### src/rtl/bp_update_ctrl.sv
// bp_update_ctrl: sequencing controller for the gshare 2-bit counter array.
//
// After reset the controller sweeps every counter to weakly-not-taken (2'b01),
// one entry per cycle. It then drains resolved-branch updates from a small
// FIFO. Each update is a two-cycle read-modify-write: IDLE reads the counter
// on the array's second read port, and WRITE writes the saturated result.
//
// Ports:
//   clk_i, rst_ni          clock, asynchronous active-low reset
//   upd_valid_i/idx/taken  resolved-branch update from WB (valid/ready handshake)
//   upd_ready_o            queue can accept an update this cycle
//   flush_i                discard queued updates (an in-flight write still commits)
//   arr_rd_idx_o/data_i    counter-array read port 2 (combinational read data)
//   arr_wr_en/idx/data_o   counter-array write port
//   init_busy_o            initialisation sweep in progress
//   q_empty_o              queue empty and no read-modify-write in flight
//
// Optional build macro BP_UPD_STATS_EN adds upd_count_o (WRITE-state writes,
// saturating 16 bits) and drop_count_o (entries discarded by flush, saturating
// 8 bits).
module bp_update_ctrl #(
  parameter int unsigned INDEX_BITS  = 5,
  parameter int unsigned QUEUE_DEPTH = 4  // power of two, at least 2
) (
  input  logic                  clk_i,
  input  logic                  rst_ni,
  input  logic                  upd_valid_i,
  input  logic [INDEX_BITS-1:0] upd_idx_i,
  input  logic                  upd_taken_i,
  output logic                  upd_ready_o,
  input  logic                  flush_i,
  output logic [INDEX_BITS-1:0] arr_rd_idx_o,
  input  logic [1:0]            arr_rd_data_i,
  output logic                  arr_wr_en_o,
  output logic [INDEX_BITS-1:0] arr_wr_idx_o,
  output logic [1:0]            arr_wr_data_o,
  output logic                  init_busy_o,
  output logic                  q_empty_o
`ifdef BP_UPD_STATS_EN
  ,
  output logic [15:0]           upd_count_o,
  output logic [7:0]            drop_count_o
`endif
);

  localparam int unsigned AddrW = $clog2(QUEUE_DEPTH);
  localparam int unsigned PtrW  = AddrW + 1;

  typedef enum logic [1:0] {StInit, StIdle, StWrite} state_e;

  state_e                state_q, state_d;
  logic [INDEX_BITS-1:0] sweep_q, sweep_d;
  logic [PtrW-1:0]       wr_ptr_q, wr_ptr_d;
  logic [PtrW-1:0]       rd_ptr_q, rd_ptr_d;
  logic [INDEX_BITS-1:0] rmw_idx_q, rmw_idx_d;
  logic [1:0]            rmw_data_q, rmw_data_d;
  logic                  rmw_taken_q, rmw_taken_d;

  logic [INDEX_BITS-1:0] q_idx_q   [QUEUE_DEPTH];
  logic                  q_taken_q [QUEUE_DEPTH];

  logic [AddrW-1:0]      wr_addr, rd_addr;
  logic                  empty, full, push, pop;
  logic [INDEX_BITS-1:0] head_idx;
  logic                  head_taken;

  logic                  wr_en_raw;
  logic [INDEX_BITS-1:0] wr_idx_raw;
  logic [1:0]            wr_data_raw;

  function automatic logic [1:0] sat_update(input logic [1:0] v, input logic taken);
    if (taken) return (v == 2'b11) ? v : v + 2'd1;
    return (v == 2'b00) ? v : v - 2'd1;
  endfunction

  // Queue bookkeeping: the extra pointer MSB distinguishes full from empty.
  assign wr_addr    = wr_ptr_q[AddrW-1:0];
  assign rd_addr    = rd_ptr_q[AddrW-1:0];
  assign empty      = (wr_ptr_q == rd_ptr_q);
  assign full       = (wr_ptr_q[PtrW-1] != rd_ptr_q[PtrW-1]) && (wr_addr == rd_addr);
  assign head_idx   = q_idx_q[rd_addr];
  assign head_taken = q_taken_q[rd_addr];
  assign push       = upd_valid_i & ~full & ~flush_i;
  assign pop        = (state_q == StIdle) & ~empty & ~flush_i;

  always_comb begin
    state_d     = state_q;
    sweep_d     = sweep_q;
    rmw_idx_d   = rmw_idx_q;
    rmw_data_d  = rmw_data_q;
    rmw_taken_d = rmw_taken_q;
    unique case (state_q)
      StInit: begin
        sweep_d = sweep_q + INDEX_BITS'(1);
        if (sweep_q == '1) state_d = StIdle;
      end
      StIdle: begin
        if (pop) begin
          rmw_idx_d   = head_idx;
          rmw_data_d  = arr_rd_data_i;
          rmw_taken_d = head_taken;
          state_d     = StWrite;
        end
      end
      StWrite: state_d = StIdle;
      default: state_d = StInit;
    endcase
  end

  // Flush empties the queue and swallows any same-cycle push.
  always_comb begin
    if (flush_i) begin
      wr_ptr_d = wr_ptr_q;
      rd_ptr_d = wr_ptr_q;
    end else begin
      wr_ptr_d = wr_ptr_q + PtrW'(push);
      rd_ptr_d = rd_ptr_q + PtrW'(pop);
    end
  end

`ifdef BP_UPD_STATS_EN
  logic [15:0]     upd_cnt_q, upd_cnt_d;
  logic [7:0]      drop_cnt_q, drop_cnt_d;
  logic [PtrW-1:0] q_count;
  logic [31:0]     drop_sum;

  assign q_count = wr_ptr_q - rd_ptr_q;

  always_comb begin
    upd_cnt_d  = upd_cnt_q;
    drop_cnt_d = drop_cnt_q;
    drop_sum   = 32'(drop_cnt_q) + 32'(q_count);
    if (state_q == StWrite && upd_cnt_q != 16'hFFFF) upd_cnt_d = upd_cnt_q + 16'd1;
    if (flush_i) drop_cnt_d = (drop_sum > 32'd255) ? 8'hFF : drop_sum[7:0];
  end

  assign upd_count_o  = upd_cnt_q;
  assign drop_count_o = drop_cnt_q;
`endif

  always_ff @(posedge clk_i or negedge rst_ni) begin
    if (!rst_ni) begin
      state_q     <= StInit;
      sweep_q     <= '0;
      wr_ptr_q    <= '0;
      rd_ptr_q    <= '0;
      rmw_idx_q   <= '0;
      rmw_data_q  <= '0;
      rmw_taken_q <= 1'b0;
`ifdef BP_UPD_STATS_EN
      upd_cnt_q   <= '0;
      drop_cnt_q  <= '0;
`endif
    end else begin
      state_q     <= state_d;
      sweep_q     <= sweep_d;
      wr_ptr_q    <= wr_ptr_d;
      rd_ptr_q    <= rd_ptr_d;
      rmw_idx_q   <= rmw_idx_d;
      rmw_data_q  <= rmw_data_d;
      rmw_taken_q <= rmw_taken_d;
`ifdef BP_UPD_STATS_EN
      upd_cnt_q   <= upd_cnt_d;
      drop_cnt_q  <= drop_cnt_d;
`endif
    end
  end

  // Queue storage needs no reset: entries are only read between the pointers.
  always_ff @(posedge clk_i) begin
    if (push) begin
      q_idx_q[wr_addr]   <= upd_idx_i;
      q_taken_q[wr_addr] <= upd_taken_i;
    end
  end

  always_comb begin
    wr_en_raw   = 1'b0;
    wr_idx_raw  = '0;
    wr_data_raw = '0;
    unique case (state_q)
      StInit: begin
        wr_en_raw   = 1'b1;
        wr_idx_raw  = sweep_q;
        wr_data_raw = 2'b01;
      end
      StWrite: begin
        wr_en_raw   = 1'b1;
        wr_idx_raw  = rmw_idx_q;
        wr_data_raw = sat_update(rmw_data_q, rmw_taken_q);
      end
      default: ;
    endcase
  end

  // The reset state is INIT, whose decode asserts a write; gate the write port
  // and handshake with rst_ni so they are quiet for as long as reset is held.
  assign arr_wr_en_o   = rst_ni & wr_en_raw;
  assign arr_wr_idx_o  = rst_ni ? wr_idx_raw : '0;
  assign arr_wr_data_o = rst_ni ? wr_data_raw : 2'b00;
  assign upd_ready_o   = rst_ni & ~full;
  assign arr_rd_idx_o  = empty ? '0 : head_idx;
  assign init_busy_o   = (state_q == StInit);
  assign q_empty_o     = empty & (state_q != StWrite);

endmodule

### config.mk
export PLATFORM = sky130hd
export DESIGN_NAME = bp_update_ctrl
export DESIGN_NICKNAME = d
export VERILOG_FILES = /design/src/rtl/bp_update_ctrl.sv
export SDC_FILE = /design/constraint.sdc
export NUM_CORES = 1
export LEC_CHECK = 0
export BUFFER_PORTS_ARGS = -buffer_cell sky130_fd_sc_hd__buf_2
export CELL_PAD_IN_SITES_DETAIL_PLACEMENT = 1
export CELL_PAD_IN_SITES_GLOBAL_PLACEMENT = 1
export CORE_MARGIN = 2
export CORE_UTILIZATION = 44
export CTS_BUF_LIST = sky130_fd_sc_hd__clkbuf_8
export CTS_CLUSTER_SIZE = 12
export DETAILED_ROUTE_END_ITERATION = 10
export PLACE_DENSITY_LB_ADDON = 0.1
export SYNTH_ARGS = -nofsm -noshare
export SYNTH_HDL_FRONTEND = slang
export SYNTH_SLANG_ARGS = --single-unit
### constraint.sdc
create_clock -name clk_i -period 2.2 [get_ports clk_i]
set_clock_uncertainty 0.1 [all_clocks]
set_input_delay 0.44 -clock clk_i [delete_from_list [all_inputs] [get_ports clk_i]]
set_output_delay 0.44 -clock clk_i [all_outputs]
set_load 0.02 [all_outputs]
==> run metrics, run 1 <==
status finished, violations left; failing checks negative setup slack; met2 WL post-DR 2110 microns; Placer Congestion 0.720; max cap viols 0; CP Data Arrival Time 1.68 ns; DP Wirelength 3120 microns; Skew-Pair Late Insertion Delay 0.30 ns; Setup CP Type register to output pin; CTS Root Cell clkbuf_8; Clock transition at path regs 0.09 ns; Synth Area in Simple Gates 0.0719; Starting Density 0.461; max_slew headroom 0.745; Final WS setup -0.0161 ns; CTS sink count 45; final WL 4080 microns; Compound-Gate Fraction of Synth Area 0.0449; M1 WL 1770 microns; sequential area share after synthesis 0.612; minimum clock period 2.22 ns; PD cells 1490 mW/mm^2; Area Overhead vs Synth 22.4%; share of layout cells above drive strength 1 0.413; largest net degree at the start of global routing 18; Post-DRT Antenna Nets 0; clock buffer count from CTS 5; crit end category output pin; Final Hold Fails 0; main combinational cell family by area after synthesis multiplexers; crit-path max FO 6; vias per inst 5.32; GRT Residual Overflow 0; flip-flop and latch area 0.00125 sq mm; post-synthesis average cell area 15.0 sq um; Port Buffer Count 27; ant diodes 0; async set or reset register ratio after synthesis 0.467; fmax 451 MHz; Setup TNS Final -0.0540 ns; DIE HEIGHT 72.0 microns; EDFF count, synth 24; post-synthesis adder-cell area fraction 0.0467; peak supply drop 0.000581 V; Final period util 1.01; Worst EP required 1.66 ns; Mapped Nets 154; via count 1255; Final setup viols 4; htree depth 2; DR WL/cell 17.3 microns; area of the multi-input gates 739 sq um; die width 72.0 microns; cells after synthesis 136; RSZ-0062 raised after global routing yes; CTS tree built; final layout net count 201; first-pass detailed-route iteration total 4; Global Route Usage Sum 0.183; initial antenna violation count 0; max-slew violations 0; WHS 0.245 ns; die area 0.00519 sq mm; Yosys reg bits 45; DRC 0; number of fillers in the final layout 439; # IOs 28; worst min path class input port to register; Synth Cell Area 0.00204 sq mm; Synth Warn # 0; clk buf depth 2; Core Rows 24; first-pass GRT wire length 7040 microns; mux cell area share after synthesis 0.156; vias in the first global route 1414; core area 0.00441 sq mm; Primary FF master, synth edfxtp_1; leakage power 1.06 nW; Top Layer Used met4; worst slew pin tran 0.382 ns; Starting DRT DRC Count 55; Worst Setup Start Kind register; Yosys cell types 31; met3 wire len 134 microns; post-synthesis xor/xnor area fraction 0.0387
-- placed cells by master (no fill, tap or decap) --
| cell type | netlist | layout |
|---|---|---|
| a21oi_1 | 2 | 2 |
| a311oi_1 | 2 | 2 |
| a311oi_4 | 1 | 1 |
| a31oi_1 | 1 | 1 |
| and2_1 | 5 | 2 |
| and2_4 | 0 | 3 |
| and3_1 | 2 | 2 |
| and3_2 | 1 | 1 |
| and3b_2 | 1 | 2 |
| buf_12 | 0 | 1 |
| buf_2 | 1 | 23 |
| buf_4 | 0 | 14 |
| buf_6 | 1 | 4 |
| clkbuf_8 | 0 | 5 |
| dfrtp_1 | 21 | 20 |
| dfrtp_2 | 0 | 1 |
| dlygate4sd3_1 | 0 | 2 |
| edfxtp_1 | 24 | 24 |
| ha_1 | 6 | 6 |
| inv_1 | 10 | 10 |
| inv_6 | 0 | 2 |
| inv_8 | 0 | 1 |
| maj3_1 | 2 | 2 |
| mux2_2 | 10 | 10 |
| mux2i_1 | 5 | 5 |
| mux4_1 | 5 | 1 |
| mux4_2 | 1 | 5 |
| nand2_1 | 5 | 5 |
| nand2b_1 | 2 | 2 |
| nand3_2 | 0 | 1 |
| nand4_1 | 1 | 1 |
| nor2_1 | 7 | 7 |
| nor3b_2 | 0 | 1 |
| o21ai_0 | 5 | 5 |
| o22ai_1 | 1 | 1 |
| xnor2_1 | 7 | 6 |
| xnor2_2 | 0 | 1 |
| xor2_1 | 2 | 2 |
-- logic make-up (layout without fill, tap and decap cells) --
family	after synthesis	in the layout
compound gates	12	12
xor+xnor	9	9
buf+inv	14	62
flops	45	45
mux	21	21
fa+ha+maj	8	8
simple gates	27	27
-- where the power goes --
group | total, W | switching [W] | internal, W
Sequential | 0.00134 | 0.000199 | 0.00114
Clock | 0.000554 | 0.000314 | 0.000240
Combinational | 0.00183 | 0.000900 | 0.000927
Total | 0.00372 | 0.00141 | 0.00230
-- through the flow --
| step | cell area [sq um] | std cells | utilization | setup slack (ns) | total power, W |
|---|---|---|---|---|---|
| after detailed placement | 2320 | 223 | 0.526 | 0.0427 | 0.00298 |
| final | 2490 | 236 | 0.565 | -0.0161 | 0.00372 |
| after floorplan | 2040 | 136 | - | 0.170 | 0.00238 |
| after CTS | 2490 | 236 | 0.564 | -0.0377 | 0.00377 |
| after global routing | 2490 | 236 | 0.565 | -0.0916 | 0.00398 |
| after global placement | 2320 | 223 | 0.526 | 0.0817 | 0.00287 |
-- per-layer routing --
metal	GRT usage	vias to the layer above
met1	0.225	630
met3	0.0375	8
li1	-	590
met5	0	-
met2	0.324	27
met4	0.0587	0
-- timing repair --
action,4_1_cts,5_1_grt
endpoints found under the setup margin,6,12
resized for setup,18,1
pin swaps,4,0
hold endpoints to repair,21,0
hold buffers,2,0
setup buffers,3,0
-- flip-flops by register name, indices dropped and copies added (netlist names), 2 cells and up --
signal      flops
q_idx_q        20
rd_ptr_q        3
wr_ptr_q        3
q_taken_q       4
rmw_data_q      2
sweep_q         5
state_q         2
rmw_idx_q       5
-- cells in the mapped netlist (2+ instances only) --
library cell,number,area (sq um)
nand2_1,5,18.8
and3_1,2,12.5
ha_1,6,75.1
edfxtp_1,24,721
xor2_1,2,17.5
inv_1,10,37.5
and2_1,5,31.3
o21ai_0,5,25.0
xnor2_1,7,61.3
dfrtp_1,21,526
a21oi_1,2,10.0
nand2b_1,2,12.5
clkbuf_1,2,7.51
mux4_1,5,131
a311oi_1,2,17.5
mux2_2,10,113
maj3_1,2,20.0
nor2_1,7,26.3
mux2i_1,5,50.1
-- critical path: stages (launching register included) --
cell,delay (ns)
dfrtp_2,0.44
buf_12,0.14
mux4_2,0.52
and2_4,0.16
buf_6,0.12
-- final cells by class --
type | instances | share of cell area
Sequential cell | 45 | 0.501
Tap cell | 52 | 0.0261
Multi-Input combinational cell | 77 | 0.297
Timing Repair Buffer | 44 | 0.122
Inverter | 10 | 0.0151
Clock inverter | 3 | 0.0115
Clock buffer | 5 | 0.0276
-- worst paths after layout --
| path | endpoint | startpoint | cells after the start | slack, ns |
|---|---|---|---|---|
| worst max-delay path | arr_rd_idx_o[1] | rd_ptr_q[0]$_DFF_PN0_ | 4 | -0.02 |
| worst min-delay path | q_taken_q[2]$_DFFE_PP_ | upd_taken_i | 1 | 0.24 |
| worst max register to register | wr_ptr_q[2]$_DFFE_PN0N_ | wr_ptr_q[1]$_DFFE_PN0N_ | 8 | 0.16 |
| worst min register to register | sweep_q[3]$_DFFE_PN0N_ | sweep_q[3]$_DFFE_PN0N_ | 1 | 0.42 |
| max in group asynchronous | rd_ptr_q[0]$_DFF_PN0_ | rst_ni | 3 | 1.09 |
| min in group asynchronous | sweep_q[4]$_DFFE_PN0N_ | rst_ni | 3 | 0.55 |
(Power assumes the default switching activity.)
==> run 2, diff against run 1 <==
==> constraint.sdc (replaced) <==
create_clock -name clk_i -period 2.2 [get_ports clk_i]
set_clock_uncertainty 0.1 [all_clocks]
set_input_delay 0.44 -clock clk_i [delete_from_list [all_inputs] [get_ports clk_i]]
set_output_delay 0.44 -clock clk_i [all_outputs]
set_load 0.01 [all_outputs]
==> run 2 against run 1 <==
The flow still finishes with violations (negative setup slack). Power rose by 0.77%. Utilization increased by 1.9 points. Cell count up 2.1%. Sequential power about the same. Fmax decreased by 0.23%. Hold slack got worse by 0.0012 ns. Combinational power grew 2%. Cell area increased by 3.3%. Sequential cell count unchanged. First-iteration DRC count stayed put. Largest power group unchanged.
==> run metrics, run 2 (synthesis results as in run 1) <==
Final setup viols 3; switching power 0.00134 W; CTS tree built; max_slew headroom 0.754; vias in the first global route 1340; Worst Setup Start Kind register; Setup CP Type register to output pin; Final Hold Fails 0; failing checks negative setup slack; Worst EP required 1.66 ns; status finished, violations left; die area 0.00519 sq mm; vias per inst 5.36; Seq pwr share 0.359; die width 72.0 microns; Switching Share 0.358; first-pass detailed-route iteration total 4; DIE HEIGHT 72.0 microns; max cap viols 0; Clock Power Share 0.143; final WL 4270 microns; DP Wirelength 2980 microns; worst min path class input port to register; share of layout cells above drive strength 1 0.450; max-slew violations 0; crit end category output pin; internal power 0.00240 W; largest reg by FF count q_idx_q; Final period util 1.01; worst slew pin tran 0.367 ns; Placer Congestion 0.710; PD cells 1450 mW/mm^2; Clock transition at path regs 0.09 ns; power share of the combinational group 0.498; htree depth 2; Area Overhead vs Synth 26.5%; core area 0.00441 sq mm; Core Rows 24; Starting Density 0.461; fmax 450 MHz; Post-DRT Antenna Nets 0; final instance area 0.00257 sq mm; Area after DPL 0.00232 sq mm; largest net degree at the start of global routing 17; commonest non-fill, non-tap cell in the layout edfxtp_1; Largest regs q_idx_q: 20 flops, rmw_idx_q: 5 flops, sweep_q: 5 flops; GRT Residual Overflow 0; minimum clock period 2.22 ns; via count 1292; DR WL/cell 17.7 microns; most frequent cells in the layout edfxtp_1, buf_2, dfrtp_1; Global Route Usage Sum 0.175; peak supply drop 0.000589 V; # IOs 28; worst slack, placed 0.0566 ns; RSZ-0062 raised after global routing yes; placed cells 223; crit-path max FO 5; CP Data Arrival Time 1.68 ns; initial antenna violation count 0; clk buf depth 2; ant diodes 0; Port Buffer Count 27; Skew-Pair Late Insertion Delay 0.30 ns; final cell count without fillers 241; Largest register FFs 20; CTS sink count 45; Setup TNS Final -0.0539 ns; first-pass GRT wire length 6760 microns; DRC 0; clock buffer count from CTS 5; CTS Root Cell clkbuf_8; final layout net count 206; Starting DRT DRC Count 55; leakage power 1.09 nW; Final WS setup -0.0212 ns
[run 2: cell count changes in the layout (fill, tap and decap cells not counted), sizes merged]
cell	delta
buf	+6
clkinvlp	+1
dlygate4sd3	-1
inv	-1
[run 2: area by class of cell]
| class | count | area (sq um) |
|---|---|---|
| Fill cell | 438 | 1840 |
| Clock inverter | 3 | 25.0 |
| Timing Repair Buffer | 49 | 367 |
| Tap cell | 52 | 65.1 |
| Clock buffer | 5 | 68.8 |
| Multi-Input combinational cell | 77 | 763 |
| Inverter | 10 | 37.5 |
| Sequential cell | 45 | 1250 |
[run 2: worst paths after layout]
| kind | from | end | slack, ns | cells after the start |
|---|---|---|---|---|
| worst max-delay path | rd_ptr_q[0]$_DFF_PN0_ | arr_rd_idx_o[1] | -0.02 | 4 |
| worst min-delay path | upd_taken_i | q_taken_q[2]$_DFFE_PP_ | 0.24 | 1 |
| worst max register to register | wr_ptr_q[2]$_DFFE_PN0N_ | rd_ptr_q[2]$_DFF_PN0_ | 0.11 | 7 |
| worst min register to register | sweep_q[3]$_DFFE_PN0N_ | sweep_q[3]$_DFFE_PN0N_ | 0.40 | 1 |
| max in group asynchronous | rst_ni | wr_ptr_q[1]$_DFFE_PN0N_ | 1.24 | 4 |
| min in group asynchronous | rst_ni | state_q[0]$_DFFE_PN0P_ | 0.58 | 3 |
[run 2: per-layer routing]
metal,GRT usage,part of all wire
met1,0.227,0.43
met2,0.289,0.51
met3,0.0458,0.040
met4,0.0566,0.012
met5,0,0
[run 2: repair_timing]
item | CTS | global route
endpoints found under the hold margin | 21 | 0
resized for setup | 10 | 13
endpoints found under the setup margin | 6 | 13
hold buffers | 1 | 0
gates cloned | 0 | 0
buffers inserted | 2 | 7
pin swaps | 3 | 4
[run 2: through the flow]
step / hold slack, ns / power [W] / utilization
3_5_place_dp: 0.301 / 0.00284 / 0.526
4_1_cts: 0.237 / 0.00349 / 0.555
5_1_grt: 0.249 / 0.00399 / 0.583
2_1_floorplan: 0.0444 / 0.00225 / -
3_3_place_gp: 0.296 / 0.00275 / 0.526
6_report: 0.243 / 0.00375 / 0.583
[run 2: power groups by stage]
stage	clock network [W]	logic [W]	registers, W
2_1_floorplan	0	0.000968	0.00129
3_3_place_gp	0	0.00142	0.00133
3_5_place_dp	0	0.00149	0.00135
4_1_cts	0.000545	0.00160	0.00134
5_1_grt	0.000570	0.00204	0.00138
6_report	0.000534	0.00187	0.00135
[run 2: critical path, stage by stage (launching register included)]
cell	delay [ns]
dfrtp_2	0.44
buf_12	0.14
mux4_2	0.52
and2_4	0.16
buf_6	0.11
==> run 3, diff against run 2 <==
--- a/config.mk
+++ b/config.mk
@@ -13,7 +13,7 @@
 export CTS_BUF_LIST = sky130_fd_sc_hd__clkbuf_8
 export CTS_CLUSTER_SIZE = 12
 export DETAILED_ROUTE_END_ITERATION = 10
-export PLACE_DENSITY_LB_ADDON = 0.1
+export PLACE_DENSITY = 0.86
 export SYNTH_ARGS = -nofsm -noshare
 export SYNTH_HDL_FRONTEND = slang
 export SYNTH_SLANG_ARGS = --single-unit
==> constraint.sdc (replaced) <==
create_clock -name clk_i -period 2.2 [get_ports clk_i]
set_clock_uncertainty 0.1 [all_clocks]
set_input_delay 0.33 -clock clk_i [delete_from_list [all_inputs] [get_ports clk_i]]
set_output_delay 0.33 -clock clk_i [all_outputs]
set_load 0.01 [all_outputs]
==> run 3 against run 2 <==
Largest power group unchanged. Count of clock-buffer cells in the layout unchanged. Die area unchanged. Sequential power about the same. The run now ends clean.
==> run metrics, run 3 (synthesis results as in run 1) <==
status finished clean; Final Hold Fails 0; initial antenna violation count 0; hold endpoint q_taken_q[1]$_DFFE_PP_; crit-path max FO 6; slowest CP cell mux4_1; Final period util 0.998; Final setup viols 0; PD cells 1370 mW/mm^2; Core Rows 24; peak supply drop 0.000533 V; final cell count without fillers 227; Area Overhead vs Synth 18.7%; DRC 0; via count 1197; DP Wirelength 3020 microns; first-pass detailed-route iteration total 4; max_slew headroom 0.701; worst min path class input port to register; max cap viols 0; clock buffer count from CTS 5; Final WS setup 0.00423 ns; first-pass GRT wire length 6560 microns; # IOs 28; clk buf depth 2; Worst R2R Setup Slack 0.21 ns; core area 0.00441 sq mm; crit path cell chain buf_6, mux4_1, and2_1, buf_2; Starting Density 0.461; most frequent cells in the layout buf_2, edfxtp_1, dfrtp_1; Post-DRT Antenna Nets 0; RSZ-0062 raised after global routing yes; final WL 3930 microns; DR WL/cell 17.3 microns; Placer Congestion 0.801; GRT Residual Overflow 0; largest net degree at the start of global routing 17; htree depth 2; Largest regs q_idx_q: 20 flops, rmw_idx_q: 5 flops, sweep_q: 5 flops; Setup CP Type register to output pin; CTS Root Cell clkbuf_8; hold path cells 1; CP Data Arrival Time 1.77 ns; Port Buffer Count 27; R2R Path End q_idx_q[2][0]$_DFFE_PP_; worst r2r src wr_ptr_q[0]$_DFFE_PN0N_; worst slack, placed 0.0769 ns; vias in the first global route 1298; share of layout cells above drive strength 1 0.354; max-slew violations 0; die width 72.0 microns; vias per inst 5.27; DIE HEIGHT 72.0 microns; Worst EP required 1.77 ns; leakage power 1.01 nW; CTS tree built; CTS sink count 45; placed cells 217; final layout net count 192; Global Route Usage Sum 0.170; Largest register FFs 20; reg2reg path depth 3; commonest non-fill, non-tap cell in the layout buf_2; crit end category output pin; Critical Path Max Stage Delay 0.61 ns; Starting DRT DRC Count 63; ant diodes 0; Worst Setup Start Kind register; hold path start upd_taken_i; WHS 0.144 ns; die area 0.00519 sq mm; worst slew pin tran 0.446 ns; minimum clock period 2.20 ns; Skew-Pair Late Insertion Delay 0.30 ns; fmax 455 MHz; Clock transition at path regs 0.09 ns; largest reg by FF count q_idx_q
==> run 3: worst max path at each step <==
stage | start | end | slack [ns] | cells after the start
finish | rd_ptr_q[0]$_DFF_PN0_ | arr_rd_idx_o[1] | 0.004 | 4
global route | rd_ptr_q[0]$_DFF_PN0_ | arr_rd_idx_o[1] | -0.06 | 4
CTS | rd_ptr_q[0]$_DFF_PN0_ | arr_rd_idx_o[1] | -0.01 | 4
detailed placement | wr_ptr_q[1]$_DFFE_PN0N_ | q_taken_q[2]$_DFFE_PP_ | 0.08 | 3
global placement | wr_ptr_q[1]$_DFFE_PN0N_ | q_idx_q[2][3]$_DFFE_PP_ | 0.24 | 3
floorplan | rd_ptr_q[0]$_DFF_PN0_ | rd_ptr_q[2]$_DFF_PN0_ | 0.19 | 7
==> run 3: layout make-up <==
class                      instances  area (sq um)
inverter                          10          37.5
multi-input combinational         77           773
tap                               52          65.1
timing repair buffer              35           201
clock buffer                       5          68.8
clock inverter                     3          25.0
sequential                        45          1250
fill                             443          2000
==> run 3: per-layer routing <==
metal | share of wire | global-route usage | vias to the layer above
li1 | - | - | 572
met1 | 0.43 | 0.218 | 587
met2 | 0.51 | 0.277 | 30
met3 | 0.043 | 0.0500 | 8
met4 | 0.017 | 0.0587 | 0
met5 | 0 | 0 | -
==> run 3: report_power, final <==
group | total, W | switching [W] | leakage (nW) | internal [W]
clock network | 0.000523 | 0.000293 | 0.0447 | 0.000229
registers | 0.00135 | 0.000211 | 0.474 | 0.00113
logic | 0.00145 | 0.000734 | 0.496 | 0.000719
total | 0.00332 | 0.00124 | 1.01 | 0.00208
==> run 3: what timing repair did <==
item                                   CTS  global route
setup endpoints to repair                6            27
buffers inserted                         1             0
endpoints found under the hold margin    8             0
hold buffers                             1             0
gates resized for setup                  4             3
==> run 3: per-stage QoR <==
stage          setup TNS (ns)   util  total power, W  cell area [sq um]
2_1_floorplan               0      -         0.00225               2040
3_3_place_gp                0  0.512         0.00261               2260
3_5_place_dp                0  0.512         0.00273               2260
4_1_cts               -0.0226  0.543         0.00332               2400
5_1_grt                -0.281  0.548         0.00356               2420
6_report                    0  0.548         0.00332               2420
==> run 3: critical path, delay by kind of cell, from the launching register on <==
| kind | cells | cell delay [ns] |
|---|---|---|
| buf+inv | 2 | 0.28 |
| flops | 1 | 0.40 |
| mux | 1 | 0.61 |
| simple gates | 1 | 0.18 |
